File: src/rtl/board_tracker.sv
// NxN tic-tac-toe board engine: holds the board, validates moves taken over a
// valid/ready handshake, and reports result codes plus full/winner/game-over flags.
module board_tracker #(
  parameter int N = 3,
  localparam int IDXW = $clog2(N*N),
  localparam int CW = $clog2(N*N+1)
) (
  input  logic              clk,
  input  logic              rst_n,
  input  logic              clear,
  input  logic              move_valid,
  output logic              move_ready,
  input  logic [IDXW-1:0]   move_idx,
  input  logic [1:0]        move_player,
  output logic              resp_valid,
  output logic [2:0]        resp_err,
  output logic [2*N*N-1:0]  board_flat,
  output logic [1:0]        next_player,
  output logic [CW-1:0]     move_count,
  output logic              is_full,
  output logic [1:0]        winner,
  output logic              game_over
);

  localparam int CELLS = N*N;
  localparam logic [CW-1:0] FULL_CNT = CW'(CELLS);
  localparam logic [2:0] ERR_OK    = 3'd0;
  localparam logic [2:0] ERR_OCC   = 3'd1;
  localparam logic [2:0] ERR_RANGE = 3'd2;
  localparam logic [2:0] ERR_TURN  = 3'd3;
  localparam logic [2:0] ERR_PLYR  = 3'd4;
  localparam logic [2:0] ERR_OVER  = 3'd5;

  typedef enum logic [1:0] {S_IDLE = 2'd0, S_UPD = 2'd1, S_CHK = 2'd2} state_e;

  state_e               state_q, state_d;
  logic [2*CELLS-1:0]   board_q, board_d;
  logic [1:0]           next_player_q, next_player_d;
  logic [CW-1:0]        move_count_q, move_count_d;
  logic                 is_full_q, is_full_d;
  logic [1:0]           winner_q, winner_d;
  logic                 game_over_q, game_over_d;
  logic                 resp_valid_q, resp_valid_d;
  logic [2:0]           resp_err_q, resp_err_d;
  logic [IDXW-1:0]      req_idx_q, req_idx_d;
  logic [1:0]           req_player_q, req_player_d;
  logic [2:0]           req_err_q, req_err_d;

  function automatic logic has_line(input logic [2*CELLS-1:0] b, input logic [1:0] p);
    logic hit, row_ok, col_ok, diag_ok, anti_ok;
    hit = 1'b0;
    diag_ok = 1'b1;
    anti_ok = 1'b1;
    for (int r = 0; r < N; r++) begin
      row_ok = 1'b1;
      col_ok = 1'b1;
      for (int c = 0; c < N; c++) begin
        row_ok = row_ok & (b[2*(r*N+c) +: 2] == p);
        col_ok = col_ok & (b[2*(c*N+r) +: 2] == p);
      end
      hit = hit | row_ok | col_ok;
      diag_ok = diag_ok & (b[2*(r*(N+1)) +: 2] == p);
      anti_ok = anti_ok & (b[2*((r+1)*(N-1)) +: 2] == p);
    end
    return hit | diag_ok | anti_ok;
  endfunction

  function automatic logic [2:0] legality(input logic go, input logic [1:0] pl,
                                          input logic [IDXW-1:0] idx, input logic [1:0] np,
                                          input logic [2*CELLS-1:0] b);
    logic occ;
    logic [2:0] err;
    occ = 1'b0;
    for (int i = 0; i < CELLS; i++) begin
      if (idx == IDXW'(i)) begin
        occ = (b[2*i +: 2] != 2'b00);
      end
    end
    if (go) begin
      err = ERR_OVER;
    end else if (pl == 2'b00 || pl == 2'b11) begin
      err = ERR_PLYR;
    end else if ({1'b0, idx} >= (IDXW+1)'(CELLS)) begin
      err = ERR_RANGE;
    end else if (pl != np) begin
      err = ERR_TURN;
    end else if (occ) begin
      err = ERR_OCC;
    end else begin
      err = ERR_OK;
    end
    return err;
  endfunction

  // Next-state logic: clear overrides everything; the flags for a move are
  // computed on the UPD edge so they land together with resp_valid in CHK.
  always_comb begin
    state_d       = state_q;
    board_d       = board_q;
    next_player_d = next_player_q;
    move_count_d  = move_count_q;
    is_full_d     = is_full_q;
    winner_d      = winner_q;
    game_over_d   = game_over_q;
    resp_valid_d  = 1'b0;
    resp_err_d    = resp_err_q;
    req_idx_d     = req_idx_q;
    req_player_d  = req_player_q;
    req_err_d     = req_err_q;
    if (clear) begin
      state_d       = S_IDLE;
      board_d       = '0;
      next_player_d = 2'b01;
      move_count_d  = '0;
      is_full_d     = 1'b0;
      winner_d      = 2'b00;
      game_over_d   = 1'b0;
      resp_err_d    = 3'd0;
    end else begin
      case (state_q)
        S_IDLE: begin
          if (move_valid) begin
            req_idx_d    = move_idx;
            req_player_d = move_player;
            req_err_d    = legality(game_over_q, move_player, move_idx, next_player_q, board_q);
            state_d      = S_UPD;
          end else begin
            state_d = S_IDLE;
          end
        end
        S_UPD: begin
          if (req_err_q == ERR_OK) begin
            for (int i = 0; i < CELLS; i++) begin
              if (req_idx_q == IDXW'(i)) begin
                board_d[2*i +: 2] = req_player_q;
              end
            end
            next_player_d = (next_player_q == 2'b01) ? 2'b10 : 2'b01;
            move_count_d  = move_count_q + CW'(1);
            if (has_line(board_d, req_player_q)) begin
              winner_d = req_player_q;
            end else begin
              winner_d = winner_q;
            end
          end else begin
            winner_d = winner_q;
          end
          is_full_d    = (move_count_d == FULL_CNT);
          game_over_d  = (winner_d != 2'b00) || is_full_d;
          resp_valid_d = 1'b1;
          resp_err_d   = req_err_q;
          state_d      = S_CHK;
        end
        S_CHK: begin
          state_d = S_IDLE;
        end
        default: begin
          state_d = S_IDLE;
        end
      endcase
    end
  end

  // State and datapath registers.
  always_ff @(posedge clk or negedge rst_n) begin
    if (!rst_n) begin
      state_q       <= S_IDLE;
      board_q       <= '0;
      next_player_q <= 2'b01;
      move_count_q  <= '0;
      is_full_q     <= 1'b0;
      winner_q      <= 2'b00;
      game_over_q   <= 1'b0;
      resp_valid_q  <= 1'b0;
      resp_err_q    <= 3'd0;
      req_idx_q     <= '0;
      req_player_q  <= 2'b00;
      req_err_q     <= 3'd0;
    end else begin
      state_q       <= state_d;
      board_q       <= board_d;
      next_player_q <= next_player_d;
      move_count_q  <= move_count_d;
      is_full_q     <= is_full_d;
      winner_q      <= winner_d;
      game_over_q   <= game_over_d;
      resp_valid_q  <= resp_valid_d;
      resp_err_q    <= resp_err_d;
      req_idx_q     <= req_idx_d;
      req_player_q  <= req_player_d;
      req_err_q     <= req_err_d;
    end
  end

  assign move_ready  = (state_q == S_IDLE);
  // A clear raised while the response is showing cancels that response.
  assign resp_valid  = resp_valid_q & ~clear;
  assign resp_err    = resp_err_q;
  assign board_flat  = board_q;
  assign next_player = next_player_q;
  assign move_count  = move_count_q;
  assign is_full     = is_full_q;
  assign winner      = winner_q;
  assign game_over   = game_over_q;

endmodule

File: config.mk
export PLATFORM = sky130hd
export DESIGN_NAME = board_tracker
export DESIGN_NICKNAME = d
export VERILOG_FILES = /design/src/rtl/board_tracker.sv
export SDC_FILE = /design/constraint.sdc
export NUM_CORES = 1
export LEC_CHECK = 0
export ABC_AREA = 1
export BUFFER_PORTS_ARGS = -buffer_cell sky130_fd_sc_hd__clkbuf_2
export CORE_UTILIZATION = 45
export CTS_BUF_LIST = sky130_fd_sc_hd__clkbuf_8
export CTS_CLUSTER_SIZE = 30
export DETAILED_ROUTE_END_ITERATION = 10
export GPL_TIMING_DRIVEN = 0
export PLACE_DENSITY_LB_ADDON = 0.25
export SYNTH_ARGS = -nofsm -noshare
export SYNTH_HDL_FRONTEND = slang
export SYNTH_SLANG_ARGS = --single-unit
File: constraint.sdc
create_clock -name clk -period 5.85 [get_ports clk]
set_clock_uncertainty 0.1 [all_clocks]
set_input_delay 1.17 -clock clk [delete_from_list [all_inputs] [get_ports clk]]
set_output_delay 1.17 -clock clk [all_outputs]
set_load 0.1 [all_outputs]
Word level (Yosys, flattened, before mapping)
Index checks and enable logic that the tools add are counted.

cells by class
  add/subtract/negate cells = 1
  order comparisons = 1
  equal/unequal tests = 30
  muxes and demuxes = 82
  bitwise logic cells = 25
  reductions and logical operators = 21

operator list
  kind                                                      number
  two-way mux 2 bit                                         49
  two-way mux 18 bit                                        3
  equality test 4 x 3 -> 1 bit, second input constant       8
  nonzero test 2 bit                                        12
  two-way mux 1 bit                                         20
  two-way mux 4 bit                                         5
  equality test 2 bit                                       9
  bitwise AND 1 bit                                         17
  equality test 4 x 2 -> 1 bit, second input constant       4
  equality test 4 bit, second input constant                3
  two-way mux 3 bit                                         4
  equality test 4 x 1 -> 1 bit, second input constant       2
  zero test 4 bit                                           2
  bitwise OR 1 bit                                          7
  adder 4 x 1 -> 4 bit, second input constant               1
  equality test 2 x 1 -> 1 bit, second input constant       2
  greater-or-equal comparator 4 bit, second input constant  1
  zero test 2 bit                                           2
  case mux 2 bit (2 select lines)                           1
  zero test 3 bit                                           1
  AND reduction 3 bit                                       1
  equality test 2 bit, second input constant                1
  logical OR 1 bit                                          2
  != test 2 bit                                             1
  other kinds (2)                                           2

storage, ports and cells
  flip-flop bits (word level) = 43
  bits of input ports = 10
  output and inout port bits = 33

Longest topological paths before layout
  depth after elaboration = 23
  depth in mapped cells = 15

Worst setup path before layout
Ideal clock, no wire load.

  kind = input-to-output
  from = in clear
  to = out resp_valid
  arrival time = 2.423 ns
  required time = 4.580 ns
  slack = 2.157 ns
  stages on the path = 1
  buffers on the path = 0
  cells stage by stage = nor2_1

between the ends
  cells in the longest elaborated chain, start to end = 2

RTL lines
  what                             line  RTL
  start, declared                  10    input logic clear,
  inverter 1 bit (no source line)  n/a
  bitwise AND 1 bit                197   assign resp_valid = resp_valid_q & ~clear;
  end, declared                    15    output logic resp_valid,

Every way passes these cells.

Worst setup path after layout
Same ends and word-level chain as after synthesis.

==> flow_results.org <==
** Synthesis
- Syn. warnings :: 0
- Each instance of the synthesized netlist takes up on average 7.22 um2.
- Area of the mapped netlist :: 2600 um2
- Post-synth cell types :: 38
- Counting every net in the synthesized netlist gives 371.
- Gate count of the mapped netlist :: 360
- Synth area leaders :: sky130_fd_sc_hd__dfrtp_1 40%, sky130_fd_sc_hd__nand2_1 12%, sky130_fd_sc_hd__o21ai_0 8.5%, sky130_fd_sc_hd__inv_1 6.9%, sky130_fd_sc_hd__nand3_1 6.5%
- Yosys top cell area share :: 0.404
- Synthesized flop and latch total :: 43
- Of the synthesized area, sequential elements account for 0.415.
- Cell accounting for the most synthesized area :: sky130_fd_sc_hd__dfrtp_1

** Timing
- Highest clock rate :: 316 MHz
- RSZ-0062 raised after global routing :: no
- Of the available clock period, the critical path in the final layout requires 0.540.
- The routed design could run at a clock period as short as 3.16 ns.
- Sum of negative setup slack :: 0 ns
- Worst rel slew slack :: 0.276
- Setup slack on the critical path of the routed design comes to 2.69 ns.
- Hold timing on the final database bottoms out at a slack of 0.390 ns.
- Final-report setup violation count :: 0
- The number of max-slew violations in the final report is 0.
- Actual slew at the worst max-slew pin :: 1.09 ns
- Count of endpoints failing hold in the final timing report :: 0

** Routing
- Via density per instance :: 5.38
- Detailed Route Iter0 Violations :: 194
- Number of remaining DRC errors :: 0
- Pre-antenna DRT Iters :: 5
- Detailed-route wire length :: 6930 um
- In the final routed layout, each cell accounts on average for 14.4 um.
- The detailed router placed 2594 vias in this run.
- The detail route stage leaves a number of antenna-violating nets equal to 0.

** Die
- # rows :: 27
- Die Y :: 78.0 um
- The die covers 6080 um2.
- Top-level I/O count :: 43
- For this configuration, the core starts out at a cell density of 0.469.
- Horizontal die dimension :: 78.0 um
- Floorplan Core Area :: 5540 um2

** Clock network
- Clock-pin slew was measured on the worst setup and hold paths at 0.08 ns.
- CTS hold repair buffers :: 0
- In this run, CTS created clock tree buffers numbering 5.
- Post_cts resized :: 0
- Once the clock tree was built, the setup fixing pass inserted 0 buffers.
- Clock tree from TritonCTS :: yes
- The clock drives 43 sinks.
- The tree is rooted in a sky130_fd_sc_hd__clkbuf_8.
- Worst-skew pair later-pin latency :: 0.30 ns
- The H-tree was split into 2 levels.
- The longest clock path from root to sink contains 2 buffers.

** GRT
- Via count of the first global-routing pass :: 2347
- Entering global routing, the biggest net connects 44 pins.
- The first global-routing pass estimated 11700 um of wire.
- Overall routing resource usage :: 0.250
- The number of antenna violations at the first check in global routing is 0.
- The total overflow left after global routing is 0.

** Setup path
- Standard cell with the maximum stage delay on the critical path :: sky130_fd_sc_hd__clkbuf_2
- Delay contributed by the slowest stage of the critical path :: 0.46 ns
- CP Data Arrival Time :: 1.89 ns
- Nature of the critical path endpoint :: output pin
- CP max FO :: 6
- STA puts the critical path data required time at 4.58 ns.
- Most common cell on crit path :: sky130_fd_sc_hd__clkbuf_2
- Broken down by cell family, the worst path's largest delay share belongs to buffers and inverters.
- Traced cell by cell, the critical path runs through clkbuf_2 -> nor2_1 -> clkbuf_2.
- The worst setup path is launched from a primary input.
- The worst setup path is of the primary input to output pin kind.
- Number of buffers and inverters on the critical path :: 2

** Flow run
- Count of max-cap constraint violations :: 0

** Final layout
- The number of antenna diodes in the final layout is 0.
- The area growth from synthesis to layout is 14.8%.
- The layout has 580 filler cells.
- In the final layout, the share of cells above drive strength 1 is 0.183.
- Post-layout net count :: 420

** Power
- Peak supply drop :: 138 uV
- Power density over the cells :: 274 nW/um2
- Summed over all cells, the static leakage comes to 1.56 nW.

** Outcome
- The run finished with clean final reports.

** Placement
- At the end of routability-driven placement, the weighted congestion stood at 0.937.
- IO buf count :: 42
- HPWL reported at the end of detailed placement :: 5040 um
- OpenSTA, run right after detailed placement, puts the worst setup slack at 2.69 ns.

** Worst hold path
- The min-delay analysis places its worst path in the category register to register.
-- kinds of logic after synthesis --
group,share of synthesized area
DFF,0.415
xor gates and xnor gates,0.0169
buffers and inverters,0.0881
AOI/OAI and AO/OA,0.187
adders and majority gates,0.00481
and+or+nand+nor,0.288
-- worst paths after layout --
| path | from | to | slack (ns) | cells past startpoint |
|---|---|---|---|---|
| hold / removal | resp_err[0] | resp_err[0] | 0.39 | 2 |
| setup reg to reg | req_err_q[1] | board_flat[16] | 3.49 | 6 |
| setup / recovery | clear | resp_valid | 2.69 | 3 |
| max in group asynchronous | rst_n | req_idx_q[2] | 4.01 | 1 |
| hold reg to reg | resp_err[0] | resp_err[0] | 0.39 | 2 |
| min in group asynchronous | rst_n | move_count[1] | 0.94 | 1 |
-- where the power goes --
part | switching [W] | internal (W)
registers | 0.0000244 | 0.000317
logic | 0.000216 | 0.0000744
clock network | 0.000105 | 0.0000819
-- through the flow --
stage | power, W | instances | area [um2] | utilization
floorplan | 0.000565 | 360 | 2600 | -
global placement | 0.000630 | 474 | 2900 | 0.523
detailed placement | 0.000634 | 474 | 2900 | 0.523
CTS | 0.000822 | 482 | 2980 | 0.539
global route | 0.000873 | 482 | 2980 | 0.539
finish | 0.000819 | 482 | 2980 | 0.539
-- placed cells by master (no fill, tap or decap), types with 5 or more instances in the layout --
cell	synthesis	final
sky130_fd_sc_hd__a21oi_1	17	17
sky130_fd_sc_hd__clkbuf_1	7	7
sky130_fd_sc_hd__clkbuf_2	0	42
sky130_fd_sc_hd__clkbuf_8	0	5
sky130_fd_sc_hd__dfrtp_1	42	42
sky130_fd_sc_hd__inv_1	48	49
sky130_fd_sc_hd__nand2_1	85	85
sky130_fd_sc_hd__nand2_2	5	5
sky130_fd_sc_hd__nand3_1	34	34
sky130_fd_sc_hd__nor2_1	24	24
sky130_fd_sc_hd__o21ai_0	44	44
sky130_fd_sc_hd__o21ai_1	5	5
-- cell type report --
| cell class | count | area [um2] | area share |
|---|---|---|---|
| Inverter | 50 | 188 | 0.0629 |
| Multi-Input combinational cell | 257 | 1290 | 0.433 |
| Buffer | 10 | 41.3 | 0.0138 |
| Timing Repair Buffer | 42 | 210 | 0.0704 |
| Sequential cell | 43 | 1080 | 0.361 |
| Clock buffer | 5 | 68.8 | 0.0231 |
| Clock inverter | 3 | 16.3 | 0.00545 |
| Tap cell | 72 | 90.1 | 0.0302 |
-- sequential cells by signal, indices dropped and copies added (netlist names) --
signal	count
board_flat	18
game_over	1
is_full	1
move_count	4
next_player	2
req_err_q	3
req_idx_q	4
req_player_q	2
resp_err	3
resp_valid_q	1
state_q	2
winner	2
-- cells in the mapped netlist --
cell type / n
sky130_fd_sc_hd__a211oi_1: 2
sky130_fd_sc_hd__a21boi_0: 1
sky130_fd_sc_hd__a21oi_1: 17
sky130_fd_sc_hd__a21oi_2: 2
sky130_fd_sc_hd__a22oi_1: 1
sky130_fd_sc_hd__a31oi_1: 4
sky130_fd_sc_hd__buf_2: 3
sky130_fd_sc_hd__clkbuf_1: 7
sky130_fd_sc_hd__clkinv_1: 1
sky130_fd_sc_hd__dfrtp_1: 42
sky130_fd_sc_hd__dfstp_2: 1
sky130_fd_sc_hd__ha_1: 1
sky130_fd_sc_hd__inv_1: 48
sky130_fd_sc_hd__inv_2: 1
sky130_fd_sc_hd__nand2_1: 85
sky130_fd_sc_hd__nand2_2: 5
sky130_fd_sc_hd__nand2_4: 1
sky130_fd_sc_hd__nand3_1: 34
sky130_fd_sc_hd__nand3_2: 1
sky130_fd_sc_hd__nand3b_1: 1
sky130_fd_sc_hd__nand4_1: 1
sky130_fd_sc_hd__nor2_1: 24
sky130_fd_sc_hd__nor2_2: 4
sky130_fd_sc_hd__nor2_4: 4
sky130_fd_sc_hd__nor3_1: 1
sky130_fd_sc_hd__nor3_4: 1
sky130_fd_sc_hd__o2111ai_1: 1
sky130_fd_sc_hd__o211ai_1: 2
sky130_fd_sc_hd__o21a_1: 3
sky130_fd_sc_hd__o21ai_0: 44
sky130_fd_sc_hd__o21ai_1: 5
sky130_fd_sc_hd__o21ai_2: 1
sky130_fd_sc_hd__o22ai_1: 2
sky130_fd_sc_hd__o311ai_0: 1
sky130_fd_sc_hd__o31ai_1: 1
sky130_fd_sc_hd__or2_2: 2
sky130_fd_sc_hd__xnor2_1: 1
sky130_fd_sc_hd__xor2_1: 4
-- tightest hold or removal path: cells and delay by family, from the launching register on --
family           cells  cell delay [ns]
AO/OA/AOI/OAI        1             0.06
flip-flops           1             0.35
AND/OR/NAND/NOR      1             0.05
-- metal layers --
metal  vias to the layer above  wire length (um)  GRT usage
met2                        84              3200      0.387
li1                       1276                 -          -
met1                      1228              3320      0.357
met5                         -                 0          0
met4                         0                45     0.0778
met3                         6               371     0.0435
Note: power is estimated with default switching activity, not from simulation.
